===== src/rtl/multicycle_control.sv =====
// Multicycle MIPS sequencing controller: steps each instruction through
// fetch/decode/execute/memory/write-back, one state per clock.
module multicycle_control (
    input  logic       clk,
    input  logic       reset_n,
    input  logic [5:0] opcode,
    input  logic       MemReady,
    output logic       PCWrite,
    output logic       PCWriteCond,
    output logic       IorD,
    output logic       MemRead,
    output logic       MemWrite,
    output logic       IRWrite,
    output logic       MemToReg,
    output logic       RegDest,
    output logic       RegWrite,
    output logic       ALUSrcA,
    output logic [1:0] ALUSrcB,
    output logic [1:0] ALUOp,
    output logic [1:0] PCSource,
    output logic       InstrDone,
    output logic       IllegalOp,
    output logic [3:0] State
);

    typedef enum logic [3:0] {
        FETCH  = 4'd0,
        DECODE = 4'd1,
        MEMADR = 4'd2,
        MEMRD  = 4'd3,
        WBMEM  = 4'd4,
        MEMWR  = 4'd5,
        EXEC   = 4'd6,
        WBR    = 4'd7,
        BRANCH = 4'd8,
        JUMP   = 4'd9
    } stateT;

    localparam logic [5:0] opRType = 6'b000000;
    localparam logic [5:0] opLw    = 6'b100011;
    localparam logic [5:0] opSw    = 6'b101011;
    localparam logic [5:0] opBeq   = 6'b000100;
    localparam logic [5:0] opJ     = 6'b000010;

    stateT state;
    stateT nextState;
    logic  illegalOp;
    logic  isIllegal;

    always_ff @(posedge clk or negedge reset_n) begin
        if (!reset_n) begin
            state <= FETCH;
        end else begin
            state <= nextState;
        end
    end

    always_ff @(posedge clk or negedge reset_n) begin
        if (!reset_n) begin
            illegalOp <= 1'b0;
        end else if (isIllegal) begin
            illegalOp <= 1'b1;
        end
    end

    // Memory handshake: a request (MemRead/MemWrite) stays asserted every
    // cycle until MemReady is seen high; that cycle completes the access and
    // only then does the FSM advance. MemReady is ignored outside FETCH/MEMRD/MEMWR.
    always_comb begin
        nextState   = FETCH;
        isIllegal   = 1'b0;
        PCWrite     = 1'b0;
        PCWriteCond = 1'b0;
        IorD        = 1'b0;
        MemRead     = 1'b0;
        MemWrite    = 1'b0;
        IRWrite     = 1'b0;
        MemToReg    = 1'b0;
        RegDest     = 1'b0;
        RegWrite    = 1'b0;
        ALUSrcA     = 1'b0;
        ALUSrcB     = 2'b00;
        ALUOp       = 2'b00;
        PCSource    = 2'b00;
        InstrDone   = 1'b0;
        case (state)
            FETCH: begin
                MemRead   = 1'b1;
                ALUSrcB   = 2'b01;
                IRWrite   = MemReady;
                PCWrite   = MemReady;
                nextState = MemReady ? DECODE : FETCH;
            end
            DECODE: begin
                ALUSrcB = 2'b11;
                case (opcode)
                    opRType:     nextState = EXEC;
                    opLw, opSw:  nextState = MEMADR;
                    opBeq:       nextState = BRANCH;
                    opJ:         nextState = JUMP;
                    default: begin
                        nextState = FETCH;
                        isIllegal = 1'b1;
                        InstrDone = 1'b1;
                    end
                endcase
            end
            MEMADR: begin
                ALUSrcA   = 1'b1;
                ALUSrcB   = 2'b10;
                nextState = (opcode == opLw) ? MEMRD : MEMWR;
            end
            MEMRD: begin
                MemRead   = 1'b1;
                IorD      = 1'b1;
                nextState = MemReady ? WBMEM : MEMRD;
            end
            WBMEM: begin
                RegWrite  = 1'b1;
                MemToReg  = 1'b1;
                InstrDone = 1'b1;
            end
            MEMWR: begin
                MemWrite  = 1'b1;
                IorD      = 1'b1;
                InstrDone = MemReady;
                nextState = MemReady ? FETCH : MEMWR;
            end
            EXEC: begin
                ALUSrcA   = 1'b1;
                ALUOp     = 2'b10;
                nextState = WBR;
            end
            WBR: begin
                RegWrite  = 1'b1;
                RegDest   = 1'b1;
                InstrDone = 1'b1;
            end
            BRANCH: begin
                ALUSrcA     = 1'b1;
                ALUOp       = 2'b01;
                PCWriteCond = 1'b1;
                PCSource    = 2'b01;
                InstrDone   = 1'b1;
            end
            JUMP: begin
                PCWrite   = 1'b1;
                PCSource  = 2'b10;
                InstrDone = 1'b1;
            end
            default: nextState = FETCH;
        endcase

        // Outputs are forced quiet while reset is held, even though FETCH requests a read.
        if (!reset_n) begin
            isIllegal   = 1'b0;
            PCWrite     = 1'b0;
            PCWriteCond = 1'b0;
            IorD        = 1'b0;
            MemRead     = 1'b0;
            MemWrite    = 1'b0;
            IRWrite     = 1'b0;
            MemToReg    = 1'b0;
            RegDest     = 1'b0;
            RegWrite    = 1'b0;
            ALUSrcA     = 1'b0;
            ALUSrcB     = 2'b00;
            ALUOp       = 2'b00;
            PCSource    = 2'b00;
            InstrDone   = 1'b0;
        end
    end

    assign State     = state;
    assign IllegalOp = illegalOp;

endmodule


===== config.mk =====
export PLATFORM = sky130hd
export DESIGN_NAME = multicycle_control
export DESIGN_NICKNAME = d
export VERILOG_FILES = /design/src/rtl/multicycle_control.sv
export SDC_FILE = /design/constraint.sdc
export NUM_CORES = 1
export LEC_CHECK = 0
export ABC_AREA = 1
export CORE_MARGIN = 4
export CORE_UTILIZATION = 38
export CTS_CLUSTER_SIZE = 8
export DETAILED_ROUTE_END_ITERATION = 7
export GPL_ROUTABILITY_DRIVEN = 0
export HOLD_SLACK_MARGIN = 0.08
export MAX_ROUTING_LAYER = met4
export PLACE_DENSITY = 0.82
export SLEW_MARGIN = 20
export SYNTH_ARGS = -nofsm -noshare
export SYNTH_HDL_FRONTEND = slang
export SYNTH_SLANG_ARGS = --single-unit
export TNS_END_PERCENT = 1

===== constraint.sdc =====
create_clock -name clk -period 2.7 [get_ports clk]
set_clock_uncertainty 0.15 [all_clocks]
set_input_delay 0.27 -clock clk [delete_from_list [all_inputs] [get_ports clk]]
set_output_delay 0.27 -clock clk [all_outputs]
set_load 0.05 [all_outputs]

# Word-level counts from Yosys, hierarchy flattened
# Index checks and enable logic that the tools add are counted.
op_classes:
  n_eq_ne: 13
  n_mux: 37
  reduce_logical: 9
ops:
  columns: ["cell", "count"]
  rows:
  - ["$mux W1", 24]
  - ["$pmux W4 S6", 1]
  - ["$eq A4 B3 Y1 const B", 4]
  - ["$pmux W4 S4", 1]
  - ["$eq A6 B6 Y1 const B", 2]
  - ["$mux W3", 3]
  - ["$eq A4 B2 Y1 const B", 2]
  - ["$eq A4 B4 Y1 const B", 2]
  - ["$pmux W2 S2", 2]
  - ["$reduce_or A2 Y1", 4]
  - ["$eq A6 B2 Y1 const B", 1]
  - ["$eq A6 B3 Y1 const B", 1]
  - ["$logic_not A6 Y1", 1]
  - ["$mux W2", 3]
  - ["$pmux W2 S3", 1]
  - ["$reduce_or A5 Y1", 1]
  - ["$eq A4 B1 Y1 const B", 1]
  - ["$logic_not A4 Y1", 1]
  - ["$reduce_or A4 Y1", 1]
  - ["$pmux W1 S3", 1]
  - ["$reduce_or A3 Y1", 1]
  - ["$pmux W1 S2", 1]
word_totals:
  ff_bits: 5
  inputBits: 9
  output_inout_bits: 22
  wordCells: 61

# Logic depth before layout (Yosys ltp)
# Gate-level depths: netlist (run 1).
logic_depth:
  depth_word: 5
  depth_mapped: 7
  ltp_nobuf: 7

# Worst setup path after synthesis (run 1)
# Ideal clock, no wire load.
synth_timing:
  path_type: "register to output"
  startpoint: "register state[2] (netlist: State[2])"
  endpoint: "output MemToReg"
  arrival_time_ns: 2.156
  t_required_ns: 2.280
  path_slack_ns: 0.124
  stages_incl_launch_ff: 5
  path_buffers: 0
  cell_sequence: "dfrtp_1 inv_1 nor2_1 nand2_1 nor3_1"
synth_via:
  elab_chain_cells: 3
synth_rtl:
  columns: ["item", "line_no", "rtl"]
  rows:
  - ["start, declared", "45", "stateT state;"]
  - ["start signal, assigned", "54", "state <= nextState;"]
  - ["$eq A4 B3 Y1", "86", "case (state)"]
  - ["$mux W1", "86", null]
  - ["$mux W1", "155", "if (!reset_n) begin"]
  - ["end, declared", "14", "output logic MemToReg,"]
# Every way passes these cells.

# Final worst setup path (run 1)
layout_timing:
  startpoint: "register state[3] (netlist: State[3])"
  endpoint: "output InstrDone"
layout_via:
  elab_chain_cells: 4
  elab_cells_between_ends: 9
  cone_classes: "6 x eq/ne; 2 x mux; 1 x reduce/logical"
layout_rtl:
  columns: ["item", "line_no", "rtl"]
  rows:
  - ["$eq A4 B4 Y1 or $eq A4 B3 Y1 (tied branches)", "86", null]
  - ["$reduce_or A4 Y1 (no source line)", null, null]
  - ["$pmux W1 S3 *", "86", null]
  - ["$mux W1 *", "155", null]
  - ["end, declared", "21", "output logic InstrDone,"]
# Every way passes the cells marked *; elsewhere a longest branch is shown, timed or not.

==> results of run 1 <==
-- synth_stat cells --
cell type | instances | area share
nor2_2 | 3 | 0.037
dfrtp_1 | 5 | 0.25
nor2_1 | 28 | 0.21
a21oi_1 | 3 | 0.030
nand3_1 | 8 | 0.079
o21ai_2 | 1 | 0.017
nand4_1 | 3 | 0.037
nor2_4 | 2 | 0.045
o21ai_0 | 2 | 0.020
buf_4 | 1 | 0.015
nand2_1 | 18 | 0.13
inv_1 | 8 | 0.059
inv_2 | 5 | 0.037
a31oi_1 | 1 | 0.012
nor3_1 | 1 | 0.0099
or2_1 | 1 | 0.012
-- flip-flops by register name (all words and copies together) (netlist names) --
name and count:
IllegalOp 1, State 4
-- through the flow --
| stage | area, sq um | power (mW) |
|---|---|---|
| after detailed placement | 773 | 0.216 |
| after floorplan | 505 | 0.169 |
| after CTS | 800 | 0.305 |
| after global routing | 800 | 0.319 |
| after global placement | 773 | 0.215 |
| final | 800 | 0.302 |
-- path summary, 6_finish.rpt --
path | cells after the start | slack [ns] | endpoint | startpoint
worst max-delay path | 8 | 0.58 | InstrDone | State[3]
worst min-delay path | 1 | 0.16 | State[0] | reset_n
worst max register to register | 7 | 1.26 | IllegalOp | State[3]
worst min register to register | 2 | 0.31 | IllegalOp | IllegalOp
max in group asynchronous | 1 | 1.96 | State[1] | reset_n
min in group clk | 2 | 0.31 | IllegalOp | IllegalOp
-- layer usage --
metal | share of wire | global-route usage
met1 | 0.39 | 0.172
met5 | 0 | -
met2 | 0.47 | 0.269
met3 | 0.14 | 0.0366
met4 | 0 | 0.0361
-- power breakdown --
group	switching, mW	total, mW	internal [mW]
Clock	0.0305	0.0864	0.0558
Combinational	0.0887	0.131	0.0419
Sequential	0.00633	0.0846	0.0783
-- final cells by class --
| cell class | instances | share of cell area |
|---|---|---|
| multi-input cells | 71 | 0.405 |
| flip-flops and latches | 5 | 0.156 |
| repair buffers | 30 | 0.322 |
| clock buffers | 4 | 0.0329 |
| inverters | 13 | 0.0610 |
| well taps | 14 | 0.0219 |
-- cells in the final DEF (no fill, tap or decap), types with 3 or more instances in the layout --
master            n
clkbuf_4          3
clkdlybuf4s50_1  13
nand3_1           8
nand2_1          18
nor2_1           28
buf_4            17
a21oi_1           3
nand4_1           3
inv_1             8
nor2_2            3
inv_2             5
dfrtp_1           5
-- logic make-up (layout without fill, tap and decap cells) --
| kind of cell | count (synthesis) | after routing | share of synthesized area |
|---|---|---|---|
| buffers and inverters | 14 | 47 | 0.111 |
| and+or+nand+nor | 64 | 64 | 0.562 |
| DFF | 5 | 5 | 0.248 |
| AOI/OAI and AO/OA | 7 | 7 | 0.0792 |
==> results.yml, run 1 <==
routing:
  vias: 702
  routedWlPerCell_um: 10.4
  vias_per_cell: 5.12
  route.detailed.drc: 0
  drtIter0Drc: 27
  firstDrtPassIters: 4
  detail-route-antenna-nets: 0
  routed_wl_um: 1430
clocking:
  cts.sinks: 5
  numCtsBuffers: 3
  post_cts_buffers: 0
  cts_tree: "yes"
  insertion_delay_ns: 0.24
  cts_root_buffer: "clkbuf_4"
  cts_buffer_depth: 2
  htreeDepth: 1
  cts_resized: 0
  hold_buffers: 0
  clk_pin_slew_ns: 0.05
layout:
  nNetsFinal: 133
  n_antenna_cell: 0
  final_cells: 137
  seq_area_sq_um: 125
  multi_input_area_sq_um: 324
  area.growth.synth_to_final_pct: 58.2
  layout-drive-gt1-share: 0.252
  num-fill-cells: 110
  fin_util: 0.683
die:
  die_h_um: 44.5
  design.core.area_sq_um: 1170
  start_util: 0.432
  die_width_um: 44.5
  dieArea_sq_um: 1980
  fp-row-count: 12
  io_pins: 31
yosys:
  synth.avg_cell_area_sq_um: 5.62
  ys_seq_elements: 5
  synth_fp_nets: 99
  synth_warnings: 0
  yosysSeqAreaShare: 0.248
  synthesis.area_sq_um: 505
  synth_cell_types: 16
  netlist_instances: 90
critical_path:
  critPathMaxFanout: 4
  critical_path_class: "reg2out"
  cp-end-kind: "output pin"
  critPathBufInv: 2
  path_cells: "nor2_2 -> inv_2 -> nor2_1 -> nand3_1 -> nor2_2 -> nor2_1 -> nor2_1 -> buf_4"
  crit_slowest_cell: "dfrtp_1"
  cp.arrival_ns: 1.70
  crit_top_cell: "nor2_1"
  critPathTopFamily: "simple AND/OR/NAND/NOR gates"
  critPathMaxStageDelay_ns: 0.41
  critPathLaunchType: "register"
  crit_required_ns: 2.28
sta:
  worst_slew_pin_slew_ns: 0.501
  setup_viol: 0
  rsz0062_at_grt: "false"
  relSlewSlack: 0.665
  finalMaxSlewViolations: 0
  timing.final.hold_violations: 0
  layout_min_cycle_time_ns: 2.12
  fmax_mhz: 472
  holdWs_ns: 0.162
  fin_setup_tns_ns: 0
  timing.final.ws_setup_ns: 0.583
  fin_crit_sh: 0.784
job:
  drv_cap: 0
placed_design:
  dp_cells: 133
  dp_hpwl_um: 1240
  io_buffers: 30
  dp_slack_ns: 0.669
grt:
  grt_pass1_wl_um: 2270
  grt_max_degree: 11
  gr-total-overflow: 0
  grt_pass1_vias: 567
  antenna_found_initial: 0
  track_usage: 0.153
pwr:
  power.density_nw_per_um2: 377
  p_leak_nw: 0.406
  ir_drop_mv: 0.296
status:
  status: "complete, no violations"
min_path:
  hold_class: "in2async"
Note: power is estimated with default switching activity, not from simulation.
==> run 2: changes to the inputs <==
CORE_UTILIZATION = 35   (was 38)
PLACE_DENSITY = 0.77   (was 0.82)
clock period = 2.1 ns   (was 2.7 ns; I/O delays follow)
==> results.yml, run 2 (synthesized netlist as in run 1, its figures left out) <==
status:
  status: "complete, no violations"
critical_path:
  critPathLaunchType: "register"
  cp.arrival_ns: 1.62
  crit_required_ns: 1.74
  critical_path_class: "reg2out"
  critPathMaxFanout: 5
  cp-end-kind: "output pin"
clocking:
  insertion_delay_ns: 0.25
  cts_root_buffer: "clkbuf_4"
  cts_tree: "yes"
  numCtsBuffers: 3
  hold_buffers: 0
  cts.sinks: 5
  htreeDepth: 1
  cts_buffer_depth: 2
  clk_pin_slew_ns: 0.04
layout:
  fin_area_sq_um: 1040
  layout_common_cells: "26 x nor2_1, 18 x nand2_1, 17 x buf_12, 13 x clkdlybuf4s50_1"
  final_common_cell: "nor2_1"
  n_antenna_cell: 0
  layout-drive-gt1-share: 0.290
  nNetsFinal: 134
  fin_util: 0.778
  largest_reg_flops: 4
  seq_area_sq_um: 126
  num-fill-cells: 91
  final_cells: 139
  multi_input_area_sq_um: 339
  area.growth.synth_to_final_pct: 105
sta:
  layout_min_cycle_time_ns: 1.98
  timing.final.ws_setup_ns: 0.124
  finalMaxSlewViolations: 0
  worst_slew_pin_slew_ns: 0.495
  rsz0062_at_grt: "false"
  holdWs_ns: 0.130
  setup_viol: 0
  relSlewSlack: 0.669
  timing.final.hold_violations: 0
  fmax_mhz: 506
  fin_crit_sh: 0.941
  fin_setup_tns_ns: 0
pwr:
  ir_drop_mv: 0.323
  p_leak_nw: 0.465
  total_power_uw: 431
  power.density_nw_per_um2: 416
placed_design:
  dpl_cell_area_sq_um: 1000
  dp_slack_ns: 0.216
  dp_cells: 135
  dp_hpwl_um: 1330
  io_buffers: 30
die:
  die_h_um: 46.0
  io_pins: 31
  die_width_um: 46.0
  fp-row-count: 13
  design.core.area_sq_um: 1330
  start_util: 0.379
  dieArea_sq_um: 2120
grt:
  grt_max_degree: 10
  grt_pass1_vias: 629
  track_usage: 0.167
  grt_pass1_wl_um: 2480
  gr-total-overflow: 0
  antenna_found_initial: 0
routing:
  route.detailed.drc: 0
  detail-route-antenna-nets: 0
  vias_per_cell: 5.11
  vias: 710
  drtIter0Drc: 12
  routedWlPerCell_um: 11.1
  routed_wl_um: 1550
  firstDrtPassIters: 4
job:
  drv_cap: 0
min_path:
  hold_class: "in2async"
==> run 2: cell count changes in the layout (fill, tap and decap cells not counted) <==
cell	before	now
buf_12	0	17
buf_4	17	1
dfrtp_1	5	4
dfrtp_2	0	1
nor2_1	28	26
nor2_2	3	4
nor2_4	2	3
nor3_1	1	0
nor3_2	0	1
o21ai_0	2	1
o21ai_1	0	1
==> run 2: final cells by class <==
cell class,instances,area share
Multi-Input combinational cell,71,0.327
Timing Repair Buffer,31,0.461
Inverter,13,0.0470
Sequential cell,5,0.122
Clock buffer,4,0.0253
Tap cell,15,0.0181
==> run 2: layer usage <==
| metal | share of wire | wire length [um] | track usage |
|---|---|---|---|
| met3 | 0.10 | 156 | 0.0356 |
| met2 | 0.49 | 757 | 0.288 |
| met1 | 0.39 | 605 | 0.169 |
| met5 | 0 | 0 | - |
| met4 | 0.017 | 27 | 0.102 |
==> run 2: critical path, stage by stage (launching register included) <==
cell and delay (ns):
dfrtp_1 0.42, inv_1 0.06, nor2_1 0.25, nand2_1 0.17
a31oi_1 0.30, buf_12 0.18
==> run 2: worst paths after layout <==
kind / start / endpoint / slack (ns) / depth (start not counted)
min in group clk: IllegalOp / IllegalOp / 0.31 / 2
setup reg to reg: State[2] / State[0] / 0.73 / 6
hold / removal: reset_n / State[2] / 0.13 / 2
setup / recovery: State[2] / ALUSrcA / 0.12 / 5
hold reg to reg: IllegalOp / IllegalOp / 0.31 / 2
max in group asynchronous: reset_n / State[1] / 1.53 / 2
==> run 2: power breakdown <==
group	switching (mW)	internal [mW]
sequential	0.00835	0.101
combinational	0.124	0.0865
clock	0.0393	0.0718
==> run 2: repair_timing <==
action,in CTS,in global routing
setup buffers,0,0
resized for setup,0,5
setup endpoints to repair,0,1
==> run 3: changes to the inputs <==
SLEW_MARGIN = unset   (was 20)
==> results of run 3 <==
Same layout as run 2: the final DEF is identical, and so are final timing and power.
